<file path="config.mk">
export PLATFORM = sky130hd
export DESIGN_NAME = sand_sweep_ctrl
export DESIGN_NICKNAME = d
export VERILOG_FILES = /design/src/rtl/sand_pkg.sv /design/src/rtl/sand_sweep_ctrl.sv
export SDC_FILE = /design/constraint.sdc
export NUM_CORES = 1
export LEC_CHECK = 0
export ABC_CLOCK_PERIOD_IN_PS = 2100
export BUFFER_PORTS_ARGS = -buffer_cell sky130_fd_sc_hd__buf_4
export CELL_PAD_IN_SITES_DETAIL_PLACEMENT = 0
export CELL_PAD_IN_SITES_GLOBAL_PLACEMENT = 1
export CORE_MARGIN = 2
export CORE_UTILIZATION = 30
export CTS_CLUSTER_DIAMETER = 200
export DETAILED_ROUTE_END_ITERATION = 10
export PLACE_DENSITY = 0.88
export SLEW_MARGIN = 30
export SYNTH_ARGS = -nofsm -noshare
export SYNTH_HDL_FRONTEND = slang
export SYNTH_SLANG_ARGS = --single-unit
</file>
<file path="constraint.sdc">
create_clock -name clk -period 2.1 [get_ports clk]
set_input_delay 0.21 -clock clk [delete_from_list [all_inputs] [get_ports clk]]
set_output_delay 0.21 -clock clk [all_outputs]
set_load 0.03 [all_outputs]
</file>
<file path="src/rtl/sand_pkg.sv">
// rtl/sand_pkg.sv - shared types for the sandpile sweep controller, tile RAM and toppling kernel
package sand_pkg;

   localparam int TILE_ADDR_W   = 10;
   localparam int DEF_CELL_W    = 3;
   localparam int DEF_TILE_SIZE = 16;

   typedef logic [DEF_TILE_SIZE-1:0][DEF_CELL_W-1:0] tile_t;

   typedef enum logic [2:0] {
      S_IDLE,
      S_CLR,
      S_RD_REQ,
      S_RD_CAP,
      S_K_SEND,
      S_K_WAIT,
      S_WR,
      S_FLIP
   } sweep_state_e;

endpackage

</file>
<file path="src/rtl/sand_sweep_ctrl.sv">
// rtl/sand_sweep_ctrl.sv - tile sweep sequencer between double-buffered tile RAM and toppling kernel
// Optional SAND_AUTORUN_EN: keep sweeping until a sweep reports no change.
module sand_sweep_ctrl
   import sand_pkg::*;
#(
   parameter int ROWS       = 128,
   parameter int COLS       = 128,
   parameter int ROWS_TILE  = 4,
   parameter int COLS_TILE  = 4,
   parameter int CELL_WIDTH = 3,
   parameter int TILE_SIZE  = ROWS_TILE*COLS_TILE,
   parameter int TILES      = (ROWS/ROWS_TILE)*(COLS/COLS_TILE)
) (
   input  logic                             clk,
   input  logic                             rst_n,
   input  logic                             start,
   input  logic                             clear,
   output logic                             busy,
   output logic                             sweep_done,
   output logic                             stable,
   output logic [TILE_ADDR_W-1:0]           tile_addr,
   output logic                             read_tile,
   output logic                             write_tile,
   output logic                             reset_tile,
   output logic                             read_ram_a,
   input  logic [CELL_WIDTH*TILE_SIZE-1:0]  ram_rdata,
   output logic [CELL_WIDTH*TILE_SIZE-1:0]  ram_wdata,
   output logic                             k_valid,
   input  logic                             k_ready,
   output logic [CELL_WIDTH*TILE_SIZE-1:0]  k_data,
   output logic [TILE_ADDR_W-1:0]           k_addr,
   input  logic                             r_valid,
   output logic                             r_ready,
   input  logic [CELL_WIDTH*TILE_SIZE-1:0]  r_data,
   input  logic                             r_changed
);

   localparam int TW = CELL_WIDTH*TILE_SIZE;
   localparam logic [TILE_ADDR_W-1:0] LAST_ADDR = TILE_ADDR_W'(TILES-1);

   sweep_state_e           state_q, state_d;
   logic [TILE_ADDR_W-1:0] addr_q, addr_d;
   logic [TW-1:0]          tile_q, tile_d;
   logic                   pass_q, pass_d;
   logic                   changed_q, changed_d;
   logic                   rra_q, rra_d;
   logic                   stable_q, stable_d;

   always_ff @(posedge clk or negedge rst_n) begin
      if (!rst_n) begin
         state_q   <= S_IDLE;
         addr_q    <= '0;
         tile_q    <= '0;
         pass_q    <= 1'b0;
         changed_q <= 1'b0;
         rra_q     <= 1'b1;
         stable_q  <= 1'b0;
      end else begin
         state_q   <= state_d;
         addr_q    <= addr_d;
         tile_q    <= tile_d;
         pass_q    <= pass_d;
         changed_q <= changed_d;
         rra_q     <= rra_d;
         stable_q  <= stable_d;
      end
   end

   always_comb begin
      state_d   = state_q;
      addr_d    = addr_q;
      tile_d    = tile_q;
      pass_d    = pass_q;
      changed_d = changed_q;
      rra_d     = rra_q;
      stable_d  = stable_q;
      case (state_q)
         S_IDLE: begin
            if (clear) begin
               state_d = S_CLR;
               addr_d  = '0;
               pass_d  = 1'b0;
            end else if (start) begin
               state_d   = S_RD_REQ;
               addr_d    = '0;
               changed_d = 1'b0;
            end
         end
         // Each pass clears the bank currently on the write side; two passes cover both.
         S_CLR: begin
            if (addr_q == LAST_ADDR) begin
               addr_d = '0;
               rra_d  = ~rra_q;
               if (!pass_q) pass_d  = 1'b1;
               else         state_d = S_IDLE;
            end else begin
               addr_d = addr_q + TILE_ADDR_W'(1);
            end
         end
         S_RD_REQ: state_d = S_RD_CAP;
         S_RD_CAP: begin
            tile_d  = ram_rdata;
            state_d = S_K_SEND;
         end
         S_K_SEND: if (k_ready) state_d = S_K_WAIT;
         S_K_WAIT: begin
            if (r_valid) begin
               tile_d    = r_data;
               changed_d = changed_q | r_changed;
               state_d   = S_WR;
            end
         end
         S_WR: begin
            if (addr_q == LAST_ADDR) begin
               state_d = S_FLIP;
            end else begin
               addr_d  = addr_q + TILE_ADDR_W'(1);
               state_d = S_RD_REQ;
            end
         end
         S_FLIP: begin
            rra_d    = ~rra_q;
            stable_d = ~changed_q;
            addr_d   = '0;
`ifdef SAND_AUTORUN_EN
            if (changed_q) begin
               state_d   = S_RD_REQ;
               changed_d = 1'b0;
            end else begin
               state_d = S_IDLE;
            end
`else
            state_d = S_IDLE;
`endif
         end
         default: state_d = S_IDLE;
      endcase
   end

   assign read_tile  = (state_q == S_RD_REQ) || (state_q == S_RD_CAP);
   assign write_tile = (state_q == S_WR);
   assign reset_tile = (state_q == S_CLR);
   assign tile_addr  = (read_tile || write_tile || reset_tile) ? addr_q : '0;
   assign read_ram_a = rra_q;
   assign ram_wdata  = tile_q;
   assign k_valid    = (state_q == S_K_SEND);
   assign k_data     = tile_q;
   assign k_addr     = addr_q;
   assign r_ready    = (state_q == S_K_WAIT);
   assign busy       = (state_q != S_IDLE);
   assign sweep_done = (state_q == S_FLIP);
   // Fresh verdict is visible during the sweep_done cycle itself, then held.
   assign stable     = (state_q == S_FLIP) ? ~changed_q : stable_q;

endmodule

</file>
==> flow_summary_export.csv, run 1 <==
group,metric,value,unit
run_status,status,"finished, violations left",
run_status,violations,"hold timing",
clocking,clockBufferDepth,2,
setup_path,cp-start-kind,"flop",
drt,ant_nets,0,
drt,firstDrtPassIters,4,
power_and_ir_drop,total_leakage_power,0.00304,uW
synthesis,synth_top_family_by_area,"simple AND/OR/NAND/NOR gates",
setup_path,crit-reg2reg-launch,"k_addr[0]",
timing,final_hold_viol_count,7,
place,dp_hpwl,7670,um
synthesis,synthXorXnorAreaFrac,0.00476,
die,io_pins,228,
drt,drc,0,
clocking,post_cts_buffers,0,
timing,period_minus_slack,1960,ps
global_routing,grt_pass1_wl,15500,um
global_routing,track_usage,0.147,
clocking,hold_buffers,0,
synthesis,synth_top_area_cell,"dfrtp_1",
synthesis,synth_area_leaders,"dfrtp_1 (44%), mux2i_1 (13%), buf_4 (9.8%)",
power_and_ir_drop,switching_power,4100,uW
synthesis,ys_types,42,
setup_path,crit_slowest_cell,"or4_1",
setup_path,r2r_end,"k_addr[8]",
synthesis,synth_area_per_cell,9.45,um^2
synthesis,synthFlopType,"dfrtp_1",
setup_path,critPathMaxStageDelay,480,ps
synthesis,yosysMostFrequentCell,"dfrtp_1",
setup_path,critPathKind,"reg -> reg",
synthesis,synth_nets,493,
timing,fin_tns_setup,0,ps
synthesis,ys_top_cells_by_count,"dfrtp_1 (64), nand2_1 (57), o21ai_0 (55), buf_4 (48), mux2i_1 (48)",
synthesis,synth-seq-cells,65,
global_routing,grt_pass1_vias,3222,
synthesis,async_flop_share,1.00,
setup_path,required,2340,ps
timing,fmax,0.510,GHz
timing,rsz0062_at_grt,"false",
synthesis,yosys.area.top_type_share,0.436,
setup_path,crit_chain,"ha_1 > and4_1 > and4_4 > or4_1 > a21boi_1",
global_routing,grt_max_degree,66,
power_and_ir_drop,internal_power,4570,uW
drt,vias,3363,
die,start_util,0.306,
power_and_ir_drop,cellPowerDensity,1580,nW/um^2
synthesis,synthCells,389,
synthesis,synth-compound-area-share,0.127,
timing,worst_pin_slew,819,ps
timing,clock_skew,9.43,ps
drt,wirelength,10100,um
die,coreArea,12000,um^2
drt,wl_per_cell,14.1,um
power_and_ir_drop,pwr-share-seq,0.251,
global_routing,antenna_found_initial,0,
die,die_x,115,um
power_and_ir_drop,netSwitchingFraction,0.473,
timing,finalCritPeriodShare,0.933,
drt,drt_iter0_markers,127,
setup_path,arrival,2200,ps
drt,vias_per_cell,4.70,
timing,setup-violations-final,0,
setup_path,r2r_slack,140,ps
synthesis,ys_seq_area_frac,0.443,
die,num_rows,40,
place,port_buffers,227,
synthesis,yosysWarningCount,0,
hold_path,min_path_type,"in -> async",
clocking,clk_latency,320,ps
clocking,ctsRootBufferMaster,"clkbuf_16",
clocking,cts-buffers-inserted,9,
final_layout,layout.nets,668,
setup_path,crit_path_end_kind,"flop",
die,dieArea,13200,um^2
setup_path,crit_path_max_fanout,20,
final_layout,layout-drive-gt1-share,0.448,
clocking,clk_pin_slew,60,ps
clocking,htreeDepth,3,
clocking,cts_tree,"done",
synthesis,synth_edf_count,0,
power_and_ir_drop,clkPwrFrac,0.169,
global_routing,overflow,0,
job,cap_violations,0,
timing,drv_slew,0,
synthesis,synthSimpleGateAreaFrac,0.149,
timing,hold-worst-slack,-12.4,ps
synthesis,syn_area,3680,um^2
synthesis,synthAdderAreaFrac,0.00340,
power_and_ir_drop,ir_drop,0.693,mV
power_and_ir_drop,p_comb_frac,0.580,
die,dieHeight,115,um
setup_path,reg2reg_depth,5,
synthesis,muxShareOfSynthArea,0.137,
clocking,clkSinkCount,65,
final_layout,fillCellCount,1164,
final_layout,antenna_cells,0,
clocking,ctsResizeCount,0,
final_layout,area_growth,49.0,%
timing,relSlewSlack,0.454,
place,place_congestion,0.812,
-- per-stage QoR --
step / worst slack [ps] / utilization / std cells / total power (uW) / instance area (um^2)
after global placement: 262 / 0.432 / 700 / 7200 / 5190
after floorplan: 58.1 / - / 389 / 5760 / 3680
final: 140 / 0.456 / 716 / 8670 / 5480
after detailed placement: 181 / 0.432 / 700 / 7290 / 5190
after CTS: 165 / 0.456 / 716 / 8790 / 5480
after global routing: 28.7 / 0.456 / 716 / 9200 / 5480
-- per-layer routing --
layer / track usage / up-vias / part of all wire
met5: 0 / - / 0
met2: 0.261 / 152 / 0.51
met1: 0.179 / 1548 / 0.40
li1: - / 1656 / -
met4: 0.0329 / 0 / 0.0079
met3: 0.0392 / 7 / 0.078
-- registers in the layout, summed over array words and instances, names as in the netlist --
name and count:
changed_q 1, stable_q 1, state_q 3, pass_q 1, read_ram_a 1, k_addr 10
k_data 48
-- kinds of logic (layout without fill, tap and decap cells) --
family                     Yosys count  in the layout
adders and majority gates            1              1
AOI/OAI and AO/OA                   84             84
xor gates and xnor gates             2              2
and+or+nand+nor                    109            109
muxes                               50             50
buffers and inverters               78            258
DFF                                 65             65
-- final cells by class --
| cell class | count | area [um^2] | share of cell area |
|---|---|---|---|
| clock buffers | 13 | 250 | 0.0457 |
| clock inverters | 3 | 40.0 | 0.00731 |
| inverters | 6 | 22.5 | 0.00411 |
| multi-input cells | 246 | 1560 | 0.284 |
| flip-flops and latches | 65 | 1630 | 0.297 |
| well taps | 147 | 184 | 0.0336 |
| repair buffers | 236 | 1800 | 0.328 |
-- worst max-delay path: cells and delay by family (launching register included) --
kind / cells / cell delay, ps
compound gates: 1 / 170
fa+ha+maj: 1 / 250
simple gates: 3 / 1010
flops: 1 / 440
-- power by group through the flow --
stage	Sequential (uW)	Combinational, uW	Clock, uW
3_5_place_dp	2210	5080	0
3_3_place_gp	2170	5020	0
2_1_floorplan	2990	2770	0
4_1_cts	2190	5080	1520
5_1_grt	2250	5370	1580
6_report	2180	5030	1460
-- cells in the final DEF (no fill, tap or decap), types with 3 or more instances in the layout --
| cell | instances |
|---|---|
| nor2b_1 | 3 |
| inv_1 | 6 |
| nand3_1 | 4 |
| or4_1 | 8 |
| clkbuf_1 | 3 |
| mux2i_1 | 48 |
| a21oi_1 | 11 |
| nor3_1 | 3 |
| nand2_1 | 57 |
| buf_4 | 234 |
| clkbuf_16 | 9 |
| o21ai_0 | 55 |
| nor2_1 | 4 |
| o31ai_1 | 7 |
| nand4_1 | 6 |
| and2_1 | 12 |
| dfrtp_1 | 64 |
-- how the worst max path moves through the flow --
stage	start	endpoint	slack [ps]	depth (start not counted)
2_1_floorplan	k_addr[0]	k_addr[4]	60	7
3_3_place_gp	k_addr[0]	k_addr[9]	260	5
3_5_place_dp	k_addr[0]	k_addr[9]	180	5
4_1_cts	k_addr[0]	k_addr[8]	170	5
5_1_grt	k_addr[0]	k_addr[8]	30	5
6_report	k_addr[0]	k_addr[8]	140	5
No activity file was read; power rests on OpenSTA's default activity.
==> run 2: changes to the inputs <==
- ABC_AREA: default -> 1
- CORE_UTILIZATION: 30 -> 29
- MAX_ROUTING_LAYER: default -> met4
- PLACE_DENSITY: 0.88 -> 0.89
==> run 2 against run 1 <==
The flow still finishes with violations (hold timing). Maximum frequency grew 4.8%. Register-to-register slack improved by 100 ps. Die area grew 2.1%. Combinational power grew 8.0%. Global-route usage increased by 2.0 points. Critical endpoint is now reset_tile. Largest cell class unchanged. Largest power group unchanged. Highest routed layer unchanged.
==> flow_summary_export.csv, run 2 <==
group,metric,value,unit
run_status,status,"finished, violations left",
run_status,violations,"hold timing",
die,coreArea,12100,um^2
place,placed_cell_area,5140,um^2
clocking,hold_buffers,0,
setup_path,r2r_slack,240,ps
final_layout,fin_cells,825,
setup_path,arrival,1660,ps
clocking,clockBufferDepth,2,
power_and_ir_drop,cellPowerDensity,1690,nW/um^2
synthesis,synth-seq-cells,65,
global_routing,overflow,0,
clocking,ctsResizeCount,0,
setup_path,critPathMostFrequentCell,"inv_1",
final_layout,design_area,5430,um^2
timing,worst_pin_slew,847,ps
synthesis,synth_area_leaders,"dfrtp_1 (44%), nand2_1 (14%), buf_4 (11%)",
timing,relSlewSlack,0.435,
timing,period_minus_slack,1870,ps
final_layout,mostFrequentLayoutCells,"buf_4 (234), nand2_1 (140), nor2_1 (71)",
synthesis,yosysMostFrequentCell,"nand2_1",
place,dp_hpwl,8420,um
die,io_pins,228,
synthesis,synthCells,477,
timing,rsz0062_at_grt,"false",
synthesis,yosys.area.top_type_share,0.441,
clocking,post_cts_buffers,0,
drt,ant_nets,0,
setup_path,crit-reg2reg-launch,"k_addr[1]",
job,cap_violations,0,
synthesis,synth_edf_count,0,
drt,drc,0,
synthesis,yosysWarningCount,0,
final_layout,area_growth,49.6,%
timing,clock_skew,5.60,ps
drt,vias_per_cell,4.54,
setup_path,crit_slowest_cell,"dfrtp_1",
place,numPlacedInstances,809,
final_layout,largest_register_ffs,48,
global_routing,track_usage,0.167,
synthesis,synth_nets,581,
setup_path,crit_buf_inv,3,
final_layout,layout.nets,756,
drt,drt_iter0_markers,165,
clocking,ctsRootBufferMaster,"clkbuf_16",
synthesis,ys_seq_area_frac,0.448,
setup_path,cp-start-kind,"flop",
final_layout,layout-drive-gt1-share,0.391,
power_and_ir_drop,total_power,9190,uW
die,dieArea,13400,um^2
die,num_rows,40,
drt,firstDrtPassIters,4,
clocking,cts-buffers-inserted,9,
clocking,clkSinkCount,65,
setup_path,crit_family,"buffers and inverters",
drt,vias,3742,
die,die_x,116,um
clocking,clk_pin_slew,50,ps
timing,finalCritPeriodShare,0.891,
timing,hold-worst-slack,-7.70,ps
drt,wl_per_cell,13.5,um
clocking,htreeDepth,3,
synthesis,synth_top_area_cell,"dfrtp_1",
synthesis,synth_area_per_cell,7.61,um^2
place,place_congestion,0.848,
final_layout,layout.cells.most_common,"buf_4",
synthesis,synthFlopType,"dfrtp_1",
setup_path,crit_path_max_fanout,8,
clocking,clk_latency,330,ps
global_routing,antenna_found_initial,0,
setup_path,reg2reg_depth,8,
hold_path,min_path_type,"in -> async",
timing,drv_slew,0,
place,port_buffers,227,
timing,final_hold_viol_count,4,
synthesis,ys_types,24,
global_routing,grt_max_degree,66,
timing,fin_tns_setup,0,ps
drt,wirelength,11200,um
setup_path,required,1890,ps
setup_path,crit_path_end_kind,"output pin",
setup_path,critPathKind,"reg -> out",
global_routing,grt_pass1_vias,3604,
timing,fmax,0.535,GHz
setup_path,r2r_end,"k_addr[0]",
timing,setup-violations-final,0,
power_and_ir_drop,total_leakage_power,0.00273,uW
synthesis,async_flop_share,1.00,
clocking,cts_tree,"done",
synthesis,ys_top_cells_by_count,"nand2_1 (140), nor2_1 (71), dfrtp_1 (64), buf_4 (53), a31oi_1 (48)",
final_layout,antenna_cells,0,
setup_path,crit_chain,"inv_1 > nand3_1 > inv_1 > buf_4",
die,start_util,0.300,
setup_path,critPathMaxStageDelay,410,ps
power_and_ir_drop,ir_drop,0.637,mV
synthesis,syn_area,3630,um^2
die,dieHeight,116,um
global_routing,grt_pass1_wl,17000,um
==> run 2: changes by cell type after synthesis, moves of 8 or more <==
cell     delta
or4_1       -8
nand3_1    +19
a21oi_1    -11
o21ai_0    -44
inv_1      +15
mux2i_1    -48
and2_1     -12
nor2_1     +67
nand2_1    +83
a31oi_1    +47
==> run 2: cells by family after synthesis <==
family / synth area share
simple gates: 0.265
flops: 0.448
xor+xnor: 0.00483
fa+ha+maj: 0.00345
buf+inv: 0.158
compound gates: 0.121
==> run 2: power by group <==
part | switching (uW) | leakage, uW | internal, uW
Sequential | 487 | 0.000756 | 1800
Combinational | 3520 | 0.00183 | 1910
Clock | 521 | 0.000144 | 948
Total | 4530 | 0.00273 | 4660
==> run 2: area by class of cell <==
class,count,area (um^2)
Timing Repair Buffer,235,1780
Multi-Input combinational cell,317,1440
Sequential cell,65,1630
Clock inverter,3,40.0
Inverter,24,90.1
Fill cell,1191,6680
Clock buffer,13,250
Tap cell,168,210
==> run 2: worst max-delay path by stage <==
stage | startpoint | endpoint | slack (ps) | cells after the start
after detailed placement | k_addr[1] | k_addr[0] | 300 | 8
final | state_q[2] | reset_tile | 230 | 4
after floorplan | k_addr[0] | k_addr[3] | 240 | 9
after CTS | state_q[2] | reset_tile | 250 | 4
after global placement | state_q[0] | k_data[17] | 400 | 6
after global routing | k_addr[1] | k_addr[1] | 70 | 8
==> run 2: layer usage <==
metal	part of all wire	global-route usage	up-vias
li1	-	-	1863
met1	0.43	0.205	1726
met2	0.49	0.278	143
met3	0.061	0.0282	10
met4	0.014	0.0627	0
met5	0	-	-
==> run 2: stage by stage <==
| step | setup slack, ps | utilization |
|---|---|---|
| CTS | 251 | 0.449 |
| floorplan | 244 | - |
| global route | 70.4 | 0.449 |
| global placement | 398 | 0.425 |
| detailed placement | 297 | 0.425 |
| finish | 229 | 0.449 |
==> run 3: changes to the inputs <==
- CORE_MARGIN: 2 -> 1.5
- CTS_CLUSTER_SIZE: default -> 25
- REMOVE_ABC_BUFFERS: default -> 1
==> run 3 against run 2 <==
The run still ends with hold timing left. Total power is 1.8% lower. Largest cell class unchanged. Flip-flop and latch count is the same. Highest routed layer unchanged. Largest power group unchanged. Cell area fell by 0.81%.
==> flow_summary_export.csv, run 3 (synthesis gave the netlist of run 2 again) <==
group,metric,value,unit
timing,drv_slew,0,
timing,final_hold_viol_count,26,
setup_path,crit_path_max_fanout,25,
clocking,cts_tree,"done",
run_status,violations,"hold timing",
global_routing,use_met3,0.0422,
die,io_pins,228,
setup_path,required,1890,ps
timing,finalCritPeriodShare,0.916,
setup_path,critPathKind,"reg -> out",
final_layout,fillCellCount,1217,
setup_path,crit_buf_inv,2,
global_routing,track_usage,0.165,
timing,rsz0062_at_grt,"true",
die,coreArea,12100,um^2
setup_path,critPathMostFrequentCell,"buf_4",
power_and_ir_drop,pwr-share-seq,0.257,
clocking,post_cts_buffers,0,
setup_path,crit_family,"buffers and inverters",
global_routing,grt_pass1_wl,16800,um
global_routing,use_met2,0.275,
setup_path,critPathMaxStageDelay,470,ps
drt,vias_per_cell,4.57,
global_routing,grt_max_degree,66,
drt,wirelength,10700,um
final_layout,fin_cells,823,
final_layout,antenna_cells,0,
job,cap_violations,0,
final_layout,mostFrequentLayoutCells,"buf_4 (234), nand2_1 (140), nor2_1 (70)",
clocking,htreeDepth,3,
place,port_buffers,227,
power_and_ir_drop,clkPwrFrac,0.148,
hold_path,min_path_type,"in -> async",
place,placed_cell_area,5120,um^2
final_layout,layout.nets,755,
clocking,clkSinkCount,65,
power_and_ir_drop,p_comb_frac,0.595,
timing,hold-worst-slack,-18.0,ps
power_and_ir_drop,total_leakage_power,0.00270,uW
setup_path,crit_chain,"nand2_1 > nor2_4 > buf_4 > buf_4",
global_routing,overflow,0,
die,dieArea,13200,um^2
timing,setup-violations-final,0,
global_routing,busiest_layer,"met2",
place,place_congestion,0.889,
final_layout,layout-drive-gt1-share,0.392,
power_and_ir_drop,switching_power,4510,uW
power_and_ir_drop,netSwitchingFraction,0.500,
power_and_ir_drop,ir_drop,0.806,mV
clocking,clk_latency,320,ps
setup_path,arrival,1710,ps
timing,fmax,0.520,GHz
drt,drc,0,
drt,firstDrtPassIters,4,
global_routing,grt_pass1_vias,3516,
timing,relSlewSlack,0.453,
place,numPlacedInstances,808,
power_and_ir_drop,internal_power,4510,uW
setup_path,crit_slowest_cell,"dfrtp_1",
global_routing,grt_use_met1,0.196,
final_layout,largest_register_ffs,48,
clocking,ctsRootBufferMaster,"clkbuf_16",
setup_path,r2r_slack,240,ps
final_layout,design_area,5390,um^2
final_layout,layout.cells.most_common,"buf_4",
timing,fin_tns_setup,0,ps
die,dieHeight,115,um
run_status,status,"finished, violations left",
place,dp_hpwl,8340,um
drt,vias,3760,
final_layout,area_growth,48.4,%
die,die_x,115,um
power_and_ir_drop,cellPowerDensity,1670,nW/um^2
drt,wl_per_cell,13.1,um
die,num_rows,40,
die,start_util,0.300,
clocking,clockBufferDepth,2,
global_routing,antenna_found_initial,0,
drt,ant_nets,0,
timing,clock_skew,9.40,ps
clocking,clk_pin_slew,50,ps
timing,period_minus_slack,1920,ps
timing,worst_pin_slew,820,ps
setup_path,crit_path_end_kind,"output pin",
clocking,cts-buffers-inserted,9,
drt,drt_iter0_markers,241,
setup_path,cp-start-kind,"flop",
run 3: cell count changes in the layout (fill, tap and decap cells not counted):
cell        before  now
nor2_2           1    2
nor2_1          71   70
clkinvlp_4       0    1
clkbuf_1         3    2
bufinv_16        1    0
buf_12           1    0
run 3: metal layers:
| layer | vias to the layer above | share of wire |
|---|---|---|
| met4 | 0 | 0.011 |
| li1 | 1854 | - |
| met5 | - | 0 |
| met2 | 166 | 0.49 |
| met1 | 1727 | 0.42 |
| met3 | 13 | 0.082 |
run 3: cell type report:
cell class / count / area [um^2] / area share
inverters: 24 / 90.1 / 0.0167
clock inverters: 3 / 17.5 / 0.00325
well taps: 168 / 210 / 0.0390
multi-input cells: 317 / 1440 / 0.267
clock buffers: 12 / 246 / 0.0457
flip-flops and latches: 65 / 1630 / 0.302
repair buffers: 234 / 1760 / 0.326
run 3: power by group through the flow:
stage,combinational (uW),sequential (uW),clock [uW]
floorplan,1390,4100,0
global placement,5370,2310,0
detailed placement,5420,2320,0
CTS,5410,2330,1360
global route,5740,2410,1420
finish,5370,2320,1330
run 3: per-stage QoR:
stage	setup WS, ps	utilization	hold WS, ps	power (uW)
floorplan	-1980	-	-85.6	5500
global placement	283	0.423	361	7680
detailed placement	226	0.423	363	7740
CTS	147	0.445	15.4	9100
global route	-4.21	0.445	61.9	9560
finish	176	0.445	-18.0	9020
run 3: final timing paths:
path                            cells past startpoint  startpoint    endpoint
min in group clk                                    3  r_data[39]  k_data[39]
worst min register to register                      2      pass_q      pass_q
worst max register to register                      7  state_q[0]  k_data[31]
worst min-delay path                                1       rst_n      pass_q
worst max-delay path                                4  state_q[0]     r_ready
max in group asynchronous                           1       rst_n   k_data[0]
run 3: what timing repair did:
item | in CTS | in global routing
gates resized for setup | 0 | 1
endpoints found under the setup margin | 0 | 3
hold buffers | 0 | 0
run 3: worst register-to-register path, stage by stage (launching register included):
cell     delay (ps)
dfrtp_1         470
nand2_1         160
nor2_4          230
inv_2           110
o21ai_4         140
buf_4           410
nor2_1          100
a31oi_1         160
